===== src/rtl/transfer_scheduler.sv =====
// Serialises DRAM<->GLB transfer requests onto the interface controller; grant/start one cycle after req, done one cycle after controller done.
// Requests are level-held until done; a busy controller (transfer=1) stalls the start pulse in ISSUE with the watchdog running.
module transfer_scheduler #(
   parameter int ADDR_WIDTH = 20,
   parameter int TIMEOUT_W  = 24
) (
   input  logic                  core_clk,
   input  logic                  core_reset_n,
   input  logic                  ifmap_req,
   input  logic                  filter_req,
   input  logic                  bias_req,
   input  logic                  back_req,
   input  logic [ADDR_WIDTH-1:0] ifmap_words,
   input  logic [ADDR_WIDTH-1:0] filter_words,
   input  logic [ADDR_WIDTH-1:0] bias_words,
   input  logic [ADDR_WIDTH-1:0] back_words,
   input  logic                  transfer,
   input  logic                  ifmap_transfer_done,
   input  logic                  filter_transfer_done,
   input  logic                  bias_transfer_done,
   input  logic                  back_transfer_done,
   input  logic                  clear_err,
   output logic                  start_forward,
   output logic                  start_backward,
   output logic [1:0]            ifmap_filter_bias_transfer,
   output logic [ADDR_WIDTH-1:0] words_num,
   output logic [3:0]            grant,
   output logic [3:0]            done,
   output logic                  busy,
   output logic                  err_timeout,
   output logic                  err_protocol
);

   typedef enum logic [1:0] {IDLE, ISSUE, WAIT_DONE, COMPLETE} state_t;

   state_t                state, state_nxt;
   logic [3:0]            grant_nxt;
   logic [ADDR_WIDTH-1:0] words_nxt;
   logic [1:0]            type_nxt;
   logic [TIMEOUT_W-1:0]  wdog, wdog_nxt;
   logic [1:0]            rr_ptr, rr_nxt;
   logic                  tout_set, proto_set;

   logic [3:0]            done_in;
   logic [2:0]            fwd_req;
   logic                  fwd_hit;
   logic [1:0]            fwd_idx;
   logic [2:0]            scan_idx;
   logic [ADDR_WIDTH-1:0] fwd_words;

   assign done_in = {back_transfer_done, bias_transfer_done, filter_transfer_done, ifmap_transfer_done};
   assign fwd_req = {bias_req, filter_req, ifmap_req};

   // Round-robin scan: walk offsets high to low so the nearest requester after rr_ptr wins last.
   always_comb begin
      fwd_hit  = 1'b0;
      fwd_idx  = rr_ptr;
      scan_idx = 3'd0;
      for (int i = 2; i >= 0; i--) begin
         scan_idx = {1'b0, rr_ptr} + 3'(i);
         if (scan_idx >= 3'd3) begin
            scan_idx = scan_idx - 3'd3;
         end
         if (fwd_req[scan_idx[1:0]]) begin
            fwd_hit = 1'b1;
            fwd_idx = scan_idx[1:0];
         end
      end
   end

   always_comb begin
      case (fwd_idx)
         2'd1:    fwd_words = filter_words;
         2'd2:    fwd_words = bias_words;
         default: fwd_words = ifmap_words;
      endcase
   end

   always_comb begin
      state_nxt = state;
      grant_nxt = grant;
      words_nxt = words_num;
      type_nxt  = ifmap_filter_bias_transfer;
      wdog_nxt  = wdog;
      rr_nxt    = rr_ptr;
      tout_set  = 1'b0;
      proto_set = 1'b0;
      case (state)
         IDLE: begin
            if (back_req) begin
               grant_nxt = 4'b1000;
               words_nxt = back_words;
               wdog_nxt  = '0;
               state_nxt = (back_words != '0) ? ISSUE : COMPLETE;
            end else if (fwd_hit) begin
               grant_nxt = 4'b0001 << fwd_idx;
               words_nxt = fwd_words;
               type_nxt  = fwd_idx;
               wdog_nxt  = '0;
               state_nxt = (fwd_words != '0) ? ISSUE : COMPLETE;
            end
         end
         ISSUE: begin
            if (wdog != '1) begin
               wdog_nxt = wdog + TIMEOUT_W'(1);
            end
            if (!transfer) begin
               state_nxt = WAIT_DONE;
            end
         end
         WAIT_DONE: begin
            wdog_nxt = wdog + TIMEOUT_W'(1);
            if ((done_in & ~grant) != 4'b0) begin
               proto_set = 1'b1;
            end
            // A matching done beats a watchdog expiry in the same cycle.
            if ((done_in & grant) != 4'b0) begin
               state_nxt = COMPLETE;
            end else if (wdog == '1) begin
               tout_set  = 1'b1;
               grant_nxt = 4'b0;
               state_nxt = IDLE;
            end
         end
         COMPLETE: begin
            grant_nxt = 4'b0;
            state_nxt = IDLE;
            if (grant[0]) rr_nxt = 2'd1;
            if (grant[1]) rr_nxt = 2'd2;
            if (grant[2]) rr_nxt = 2'd0;
         end
         default: state_nxt = IDLE;
      endcase
   end

   always_ff @(posedge core_clk or negedge core_reset_n) begin
      if (!core_reset_n) begin
         state                      <= IDLE;
         grant                      <= 4'b0;
         words_num                  <= '0;
         ifmap_filter_bias_transfer <= 2'b00;
         wdog                       <= '0;
         rr_ptr                     <= 2'd0;
         err_timeout                <= 1'b0;
         err_protocol               <= 1'b0;
      end else begin
         state                      <= state_nxt;
         grant                      <= grant_nxt;
         words_num                  <= words_nxt;
         ifmap_filter_bias_transfer <= type_nxt;
         wdog                       <= wdog_nxt;
         rr_ptr                     <= rr_nxt;
         err_timeout                <= (err_timeout & ~clear_err) | tout_set;
         err_protocol               <= (err_protocol & ~clear_err) | proto_set;
      end
   end

   // Start is combinational on transfer so it fires in the first ISSUE cycle the controller is idle.
   assign start_forward  = (state == ISSUE) && !transfer && !grant[3];
   assign start_backward = (state == ISSUE) && !transfer && grant[3];
   assign done           = (state == COMPLETE) ? grant : 4'b0;
   assign busy           = (state != IDLE);

endmodule


===== config.mk =====
export PLATFORM = sky130hd
export DESIGN_NAME = transfer_scheduler
export DESIGN_NICKNAME = d
export VERILOG_FILES = /design/src/rtl/transfer_scheduler.sv
export SDC_FILE = /design/constraint.sdc
export NUM_CORES = 1
export LEC_CHECK = 0
export CELL_PAD_IN_SITES_DETAIL_PLACEMENT = 1
export CELL_PAD_IN_SITES_GLOBAL_PLACEMENT = 2
export CORE_MARGIN = 10
export CORE_UTILIZATION = 30
export CTS_CLUSTER_DIAMETER = 40
export CTS_CLUSTER_SIZE = 8
export DETAILED_ROUTE_END_ITERATION = 16
export HOLD_SLACK_MARGIN = 0.02
export PLACE_DENSITY = 0.84
export SLEW_MARGIN = 40
export SYNTH_ARGS = -nofsm -noshare
export SYNTH_HDL_FRONTEND = slang
export SYNTH_SLANG_ARGS = --single-unit

===== constraint.sdc =====
create_clock -name core_clk -period 5.9 [get_ports core_clk]
set_input_delay 1.18 -clock core_clk [delete_from_list [all_inputs] [get_ports core_clk]]
set_output_delay 1.18 -clock core_clk [all_outputs]
set_load 0.005 [all_outputs]

Yosys cells after proc, flatten, opt, wreduce, memory -nomap -nowiden
Index checks and enable logic that the tools add are counted.
{"block": "classes", "n_addsub": 6, "n_lt_le_gt_ge": 6, "eq_ne": 13, "n_shift": 1, "muxes": 44, "bitwise": 9, "n_reduce_logical": 21}
{"operator": "2-to-1 mux 24 bit", "count": 3}
{"operator": "one-hot mux 24 bit (3 select lines)", "count": 1}
{"operator": "2-to-1 mux 20 bit", "count": 2}
{"operator": "one-hot mux 20 bit (2 select lines)", "count": 1}
{"operator": "nonzero test 20 bit", "count": 2}
{"operator": "2-to-1 mux 2 bit", "count": 16}
{"operator": "adder 24 x 1 -> 24 bit (second input constant)", "count": 1}
{"operator": "== test 24 bit (second input constant)", "count": 1}
{"operator": "inequality test 24 bit (second input constant)", "count": 1}
{"operator": "2-to-1 mux 4 bit", "count": 5}
{"operator": "one-hot mux 4 bit (3 select lines)", "count": 1}
{"operator": "2-to-1 mux 1 bit", "count": 11}
{"operator": "less-than comparator 2 x 3 -> 1 bit (second input constant)", "count": 3}
{"operator": "AND reduction 3 bit", "count": 3}
{"operator": "nonzero test 3 bit", "count": 3}
{"operator": "bitwise AND 4 bit", "count": 2}
{"operator": "inequality test 2 bit (second input constant)", "count": 4}
{"operator": "one-hot mux 2 bit (4 select lines)", "count": 1}
{"operator": "nonzero test 4 bit", "count": 2}
{"operator": "binary-select mux 1 bit (select 2 bit)", "count": 3}
{"operator": "== test 2 bit (second input constant)", "count": 3}
{"operator": "greater-or-equal comparator 3 x 2 -> 1 bit (second input constant)", "count": 2}
{"operator": "inequality test 3 bit (second input constant)", "count": 2}
{"operator": "subtractor 2 bit (second input constant)", "count": 3}
{"operator": "15 further kinds", "count": 24}
{"block": "word_totals", "reg_bits": 56, "in_bits": 92, "output_inout_bits": 35, "elab_cells": 108}

Longest topological paths before layout
Gate-level depths: netlist (run 1).
{"block": "depth", "word_depth": 15, "depth_mapped": 15, "ltp_nobuf": 13}

Worst setup path before layout (run 1)
OpenSTA, ideal clock, no wires.
{"block": "synth_timing", "path_type": "input to register", "startpoint": "input port filter_req", "endpoint": "register state[1]", "setup_ps": 82, "t_arrival_ps": 3463, "required_ps": 5818, "slack_ps": 2355, "cell_stages": 11, "n_path_buf": 1, "path_cell_list": "a22o_1 > a211o_2 > a21o_1 > o21a_1 > ha_1 > clkbuf_1 > a221oi_1 > o22ai_1 > nor4_1 > a31oi_1 > o22ai_1"}
{"block": "synth_via", "elab_chain_len": 12, "elab_cells_between_ends": 22, "cone_classes": "3 x eq/ne; 17 x mux; 2 x reduce/logical"}
{"element": "from (decl)", "line": "10", "rtl": "input logic filter_req,"}
{"element": "binary-select mux 1 bit (select 2 bit)", "line": "64", "rtl": "if (fwd_req[scan_idx[1:0]]) begin"}
{"element": "2-to-1 mux 1 bit (not written as such)", "line": "64"}
{"element": "2-to-1 mux 2 bit (3 in series)", "line": "64"}
{"element": "== test 2 bit or == test 2 x 1 -> 1 bit (tied branches)", "line": "72", "rtl": "case (fwd_idx)"}
{"element": "one-hot mux 20 bit (2 select lines)", "line": "72"}
{"element": "nonzero test 20 bit", "line": "100", "rtl": "state_nxt = (fwd_words != '0) ? ISSUE : COMPLETE;"}
{"element": "2-to-1 mux 2 bit", "line": "100"}
{"element": "2-to-1 mux 2 bit", "line": "95", "rtl": "end else if (fwd_hit) begin"}
{"element": "2-to-1 mux 2 bit", "line": "90", "rtl": "if (back_req) begin"}
{"element": "one-hot mux 2 bit (4 select lines)", "line": "88", "rtl": "case (state)"}
{"element": "to (signal assigned)", "line": "147", "rtl": "state <= state_nxt;"}
{"element": "to (decl)", "line": "36", "rtl": "state_t state, state_nxt;"}
Parallel ways exist; a longest one is shown, timed or not. The select of a mux whose other input is x is not followed.
A chain may end at the register's enable or synchronous reset.

Final worst setup path (run 1)
Ends and elaborated chain as after synthesis.

==> run summary, run 1 <==
Via count -> 4078
F_max -> 0.222 GHz
Total gr overflow -> 0
Skew final -> 0.00767 ns
Worst min path class -> flip-flop to flip-flop
# rows -> 42
GR Util All Layers -> 0.165
# port buffers -> 126
DIE HEIGHT -> 136 um
Avg Cell Area, Syn -> 9.00 sq um
Register area share after synthesis -> 0.350
First-pass GRT wire length -> 24600 um
XOR/XNOR Fraction of Synth Area -> 0
Worst slew pin tran -> 0.739 ns
Clock latency on the worst-skew pair -> 0.30 ns
Post-synthesis simple-gate area fraction -> 0.221
Slew Limit Fails -> 0
Vias/cell -> 5.56
Critical path cell sequence -> clkdlybuf4s50_1, mux2i_1, o21ai_0, a21oi_1, o21ai_0, o21a_1, ha_2, a221oi_1, o22ai_1, nor4_1, a31oi_1, o22ai_1
Buf/Inv on CP -> 1
Setup-failing EPs final -> 0
Vias in the first global route -> 4375
Fin worst setup slack -> 1.39 ns
Fin crit period -> 4.51 ns
Final period utilization -> 0.765
Dpl hpwl -> 11500 um
Syn_nets -> 549
CP required -> 6.12 ns
Worst hold path cell count -> 1
CTS tree -> built
Critical path peak fanout -> 41
Startpoint Class -> primary input
Root Buffer -> clkbuf_16
Residual DRC -> 0
CTS Buf Count -> 5
Pwr Density -> 487 nW/um^2
Crit path kind -> primary input to flip-flop
Multiplexer share of the synthesized area -> 0.0913
DRT Pass-1 Iters -> 4
Delay-heaviest family, CP -> compound AO/OA/AOI/OAI gates
CTS clk-pin slew, worst paths -> 0.08 ns
Core ar. -> 13100 sq um
Ys Warns -> 0
WL/cell -> 20.7 um
Slowest-stage cell, CP -> clkdlybuf4s50_1
Hold_ws -> 0.499 ns
Syn Std Cell Area -> 4000 sq um
DP Worst Slack -> 0.925 ns
Final Power -> 2730 uW
Routed WL -> 15100 um
Setup TNS Final -> 0 ns
Initial Util -> 0.305
RSZ-0062 raised after global routing -> false
Maximum VDD drop -> 0.000268 V
Static Leakage -> 0.00214 uW
CTS-repair resized insts -> 0
Compound-Gate Fraction of Synth Area -> 0.254
Fillers -> 1549
MaxCap Viol Count -> 0
Largest net degree at the start of global routing -> 57
Status -> complete, no violations
H-tree lvl count -> 2
Number of synthesized flops with an enable pin -> 0
Slew HR -> 0.506
WP data arrival -> 4.74 ns
GP Congestion -> 0.828
Drt first-iter violations -> 230
Nets -> 659
# IOs -> 127
FF+latch count, synth -> 56
Mapped Cells -> 445
Total die area -> 18400 sq um
Antenna violations before repair -> 1
Area Growth Syn to Fin -> 39.9%
Final core utilization -> 0.426
Hold-fix buffers, CTS -> 0
Setup Buffers After CTS -> 0
R2R depth -> 13
Largest family of logic cells by synthesized area -> compound AO/OA/AOI/OAI gates
TritonCTS Sinks -> 56
Final Hold Fails -> 0
Levels on crit path -> 12
CTS max path bufs -> 2
Async S/R FF share, synth -> 1.00
Post-synthesis adder-cell area fraction -> 0.0375
Share of cells above drive strength 1 -> 0.0989
Critical Path End Type -> flip-flop
Horiz. Die Dim -> 136 um
Ys flop type -> dfrtp_1
Max stage delay on crit path -> 0.57 ns
Distinct cells, synth -> 58
Post-route ant nets -> 0
## stage by stage
| stage | std cells | area (sq um) |
|---|---|---|
| 3_5_place_dp | 724 | 5420 |
| 2_1_floorplan | 445 | 4000 |
| 5_1_grt | 733 | 5600 |
| 6_report | 733 | 5600 |
| 4_1_cts | 732 | 5580 |
| 3_3_place_gp | 724 | 5390 |
## sequential cells by signal, summed over array words and instances, names as in the netlist
signal	flops
words_num	20
rr_ptr	2
err_protocol	1
grant	4
ifmap_filter_bias_transfer	2
state	2
err_timeout	1
wdog	24
## cell families (layout without fill, tap and decap cells)
logic type                 after synthesis  in the layout
muxes                                   33             33
DFF                                     56             56
other                                    0              1
AOI/OAI and AO/OA                      139            139
adders and majority gates               12             12
buffers and inverters                   44            155
and+or+nand+nor                        161            161
## Yosys cell counts, types with 4 or more instances
library cell	instances	area (sq um)
nor2b_1	18	113
ha_1	12	150
a21oi_1	7	35.0
o221ai_1	4	35.0
nand2_1	47	176
inv_1	17	63.8
nor3_1	7	35.0
o211ai_1	6	45.0
nand3b_1	7	52.6
mux2_2	24	270
a22oi_1	8	60.1
nand2b_1	11	68.8
clkbuf_1	19	71.3
and2_1	6	37.5
o22ai_1	9	56.3
o31ai_1	24	180
o21ai_0	31	155
a221oi_1	16	140
a211oi_1	4	30.0
nand4_1	7	43.8
o311ai_0	7	61.3
nor2_1	13	48.8
dfrtp_1	56	1400
nor4_1	7	43.8
nand3_1	15	75.1
mux2i_1	8	80.1
buf_2	7	35.0
## final timing paths
| kind | from | slack [ns] | end |
|---|---|---|---|
| setup / recovery | filter_req | 1.39 | state[1] |
| hold reg to reg | wdog[21] | 0.50 | wdog[21] |
| min in group asynchronous | core_reset_n | 0.94 | words_num[3] |
| hold / removal | wdog[21] | 0.50 | wdog[21] |
| setup reg to reg | rr_ptr[1] | 1.95 | state[1] |
| max in group asynchronous | core_reset_n | 4.56 | words_num[1] |
## worst register-to-register path, delay by kind of cell (launching register included)
kind	cells	cell delay, ns
DFF	1	0.44
and+or+nand+nor	1	0.30
AOI/OAI and AO/OA	8	2.05
muxes	1	0.16
adders and majority gates	2	0.85
buffers and inverters	1	0.08
## per-layer routing
metal	track usage	vias up	wire [um]
li1	-	1925	-
met1	0.209	2056	6710
met2	0.286	84	7750
met3	0.0267	13	483
met4	0.0347	0	203
met5	0	-	0
## layout make-up
cell class | count | area [sq um] | area share
multi-input combinational | 345 | 2450 | 0.438
clock buffer | 6 | 129 | 0.0230
inverter | 17 | 63.8 | 0.0114
timing repair buffer | 130 | 1290 | 0.230
sequential | 56 | 1400 | 0.250
tap | 176 | 220 | 0.0393
antenna | 1 | 2.50 | 0.000447
clock inverter | 2 | 38.8 | 0.00693
## cells in the final DEF (no fill, tap or decap), types with 7 or more instances in the layout
master and instances:
a21oi_1 7, a221oi_1 16, a22oi_1 8, clkdlybuf4s50_1 125, dfrtp_1 56, ha_1 10, inv_1 17, mux2_2 24
mux2i_1 8, nand2_1 47, nand2b_1 11, nand3_1 15, nand3b_1 7, nand4_1 7, nor2_1 13, nor2b_1 18
nor3_1 7, o21ai_0 30, o22ai_1 9, o311ai_0 7, o31ai_1 24
## power by group
group          switching [uW]  internal [uW]
combinational             986            812
clock                     148            203
sequential               77.2            500
total                    1210           1510
(Power assumes the default switching activity.)
==> inputs of run 2 (changes only) <==
--- a/config.mk
+++ b/config.mk
@@ -8,12 +8,12 @@
 export CELL_PAD_IN_SITES_DETAIL_PLACEMENT = 1
 export CELL_PAD_IN_SITES_GLOBAL_PLACEMENT = 2
 export CORE_MARGIN = 10
-export CORE_UTILIZATION = 30
+export CORE_UTILIZATION = 25
 export CTS_CLUSTER_DIAMETER = 40
 export CTS_CLUSTER_SIZE = 8
 export DETAILED_ROUTE_END_ITERATION = 16
 export HOLD_SLACK_MARGIN = 0.02
-export PLACE_DENSITY = 0.84
+export PLACE_DENSITY = 0.75
 export SLEW_MARGIN = 40
 export SYNTH_ARGS = -nofsm -noshare
 export SYNTH_HDL_FRONTEND = slang
==> constraint.sdc (replaced) <==
create_clock -name core_clk -period 4.1 [get_ports core_clk]
set_input_delay 0.82 -clock core_clk [delete_from_list [all_inputs] [get_ports core_clk]]
set_output_delay 0.82 -clock core_clk [all_outputs]
set_load 0.005 [all_outputs]
==> run 2 against run 1 <==
  * Clock power is 32% higher
  * Sequential cell count stayed put
  * Final cell count is 6.8% higher
  * Hold slack worse by 0.038 ns
  * Sequential power is 44% higher
  * Critical path type unchanged
==> run summary, run 2 (synthesized netlist as in run 1, its figures left out) <==
CTS max path bufs -> 2 (unchanged)
Worst slew pin tran -> 0.683 ns (was 0.739 ns)
CTS Buf Count -> 5 (unchanged)
# IOs -> 127 (unchanged)
Area Growth Syn to Fin -> 43.1% (was 39.9%)
Routed WL -> 15700 um (was 15100 um)
Drt first-iter violations -> 228 (was 230)
Fillers -> 1856 (was 1549)
Max reg flops -> 24 (unchanged)
Final Hold Fails -> 0 (unchanged)
Area after DPL -> 5570 sq um (was 5420 sq um)
Fin crit period -> 3.80 ns
Nets -> 670 (was 659)
Final Power -> 4050 uW (was 2730 uW)
CTS tree -> built (unchanged)
Slew Limit Fails -> 0 (unchanged)
Setup TNS Final -> 0 ns (unchanged)
First-pass GRT wire length -> 24900 um (was 24600 um)
Dpl hpwl -> 12100 um (was 11500 um)
DRT Pass-1 Iters -> 4 (unchanged)
Clock latency on the worst-skew pair -> 0.31 ns (was 0.30 ns)
GR Util All Layers -> 0.143 (was 0.165)
Critical path cell sequence -> clkdlybuf4s50_1, mux2i_1, o21ai_0, buf_4, a21o_1, nor2_1, a21oi_1, ha_1, buf_12, a221oi_1, o22ai_1, nor4_2, a31oi_1, o22ai_1 (was clkdlybuf4s50_1, mux2i_1, o21ai_0, a21oi_1, o21ai_0, o21a_1, ha_2, a221oi_1, o22ai_1, nor4_1, a31oi_1, o22ai_1)
Met3 Resource Use GR -> 0.0318 (was 0.0267)
Startpoint Class -> primary input (unchanged)
Slew HR -> 0.545 (was 0.506)
Final period utilization -> 0.928
Met2 usage -> 0.252 (was 0.286)
WP data arrival -> 4.04 ns (was 4.74 ns)
# rows -> 46 (was 42)
Max stage delay on crit path -> 0.55 ns (was 0.57 ns)
Pwr Density -> 706 nW/um^2 (was 487 nW/um^2)
Commonest non-fill, non-tap cell in the layout -> clkdlybuf4s50_1 (unchanged)
Sequential Power Share -> 0.205 (was 0.212)
Vias in the first global route -> 4470 (was 4375)
Share of cells above drive strength 1 -> 0.120 (was 0.0989)
Maximum VDD drop -> 0.000306 V (was 0.000268 V)
H-tree lvl count -> 2 (unchanged)
ANT cells -> 0 (was 1)
Total die area -> 21500 sq um (was 18400 sq um)
DIE HEIGHT -> 147 um (was 136 um)
Total gr overflow -> 0 (unchanged)
Largest net degree at the start of global routing -> 42 (was 57)
Commonest non-fill, non-tap cells in the layout -> clkdlybuf4s50_1 (125), dfrtp_1 (56), nand2_1 (47) (unchanged)
MaxCap Viol Count -> 0 (unchanged)
CP required -> 4.34 ns (was 6.12 ns)
Switching pwr -> 1810 uW (was 1210 uW)
F_max -> 0.263 GHz
Status -> complete, no violations (unchanged)
Setup Buffers After CTS -> 0 (unchanged)
TritonCTS Sinks -> 56 (unchanged)
Final core utilization -> 0.363 (was 0.426)
Vias/cell -> 5.26 (was 5.56)
Root Buffer -> clkbuf_16 (unchanged)
# port buffers -> 126 (unchanged)
Setup-failing EPs final -> 0 (unchanged)
Met1 Use GR -> 0.169 (was 0.209)
Biggest regs -> wdog (24), words_num (20), grant (4) (unchanged)
Via count -> 4118 (was 4078)
Most used cell, CP -> o22ai_1
Logic gate share of total power -> 0.681 (was 0.660)
WL/cell -> 20.0 um (was 20.7 um)
P_int -> 2240 uW (was 1510 uW)
Biggest register -> wdog (unchanged)
Hold-fix buffers, CTS -> 0 (unchanged)
Top Usage Layer GRT -> met2 (unchanged)
Antenna violations before repair -> 0 (was 1)
Critical Path End Type -> flip-flop (unchanged)
Design Area, Final -> 5730 sq um (was 5600 sq um)
Hold_ws -> 0.461 ns (was 0.499 ns)
Horiz. Die Dim -> 147 um (was 136 um)
GP Congestion -> 0.850 (was 0.828)
Slowest-stage cell, CP -> clkdlybuf4s50_1 (unchanged)
Initial Util -> 0.254 (was 0.305)
Critical path peak fanout -> 41 (unchanged)
Clock share of power -> 0.115 (was 0.129)
Post-route ant nets -> 0 (unchanged)
Worst min path class -> primary input to asynchronous set/reset pin (was flip-flop to flip-flop)
CTS clk-pin slew, worst paths -> 0.08 ns (about the same)
Crit path kind -> primary input to flip-flop (unchanged)
Core ar. -> 15800 sq um (was 13100 sq um)
Skew final -> 0.0117 ns (was 0.00767 ns)
Sw Share -> 0.446 (was 0.444)
Static Leakage -> 0.00218 uW (was 0.00214 uW)
RSZ-0062 raised after global routing -> false (unchanged)
Residual DRC -> 0 (unchanged)
## run 2: metrics by stage
stage,instances,setup WS [ns]
after floorplan,445,0.915
after global placement,775,-0.0208
after detailed placement,775,-0.0651
after CTS,783,0.263
after global routing,783,0.0182
final,783,0.297
## run 2: metal layers
| layer | up-vias | routed length [um] |
|---|---|---|
| met5 | - | 0 |
| met1 | 2078 | 6780 |
| met2 | 82 | 7930 |
| met3 | 14 | 695 |
| li1 | 1944 | - |
| met4 | 0 | 297 |
## run 2: cell type report
class | instances | area (sq um) | share of cell area
tap | 216 | 270 | 0.0472
sequential | 56 | 1400 | 0.245
clock inverter | 3 | 22.5 | 0.00393
multi-input combinational | 345 | 2450 | 0.427
timing repair buffer | 141 | 1400 | 0.244
clock buffer | 5 | 125 | 0.0218
inverter | 17 | 63.8 | 0.0111
## run 2: worst max-delay path: cells and delay by family
family | cells | cell delay [ns]
AND/OR/NAND/NOR | 2 | 0.44
adder cells (fa/ha/maj) | 1 | 0.31
buffers and inverters | 3 | 0.90
multiplexers | 1 | 0.13
AO/OA/AOI/OAI | 7 | 1.42
## run 2: path summary, 6_finish.rpt
kind	to	start	cells after the start	slack, ns
max	state[1]	ifmap_req	14	0.30
min	ifmap_filter_bias_transfer[0]	core_reset_n	1	0.46
max reg2reg	state[1]	rr_ptr[1]	15	0.42
min reg2reg	wdog[20]	wdog[20]	1	0.50
max in group asynchronous	words_num[17]	core_reset_n	2	2.89
min in group core_clk	wdog[20]	wdog[20]	1	0.50
## run 2: power groups by stage
| stage | clock [uW] | sequential (uW) | combinational, uW |
|---|---|---|---|
| floorplan | 0 | 829 | 1700 |
| global placement | 0 | 834 | 2630 |
| detailed placement | 0 | 839 | 2730 |
| CTS | 485 | 830 | 2750 |
| global route | 500 | 853 | 3040 |
| finish | 464 | 828 | 2750 |
## run 2: what timing repair did
item,in CTS,in global routing
endpoints found under the hold margin,0,0
endpoints found under the setup margin,0,1
gates resized for setup,0,3
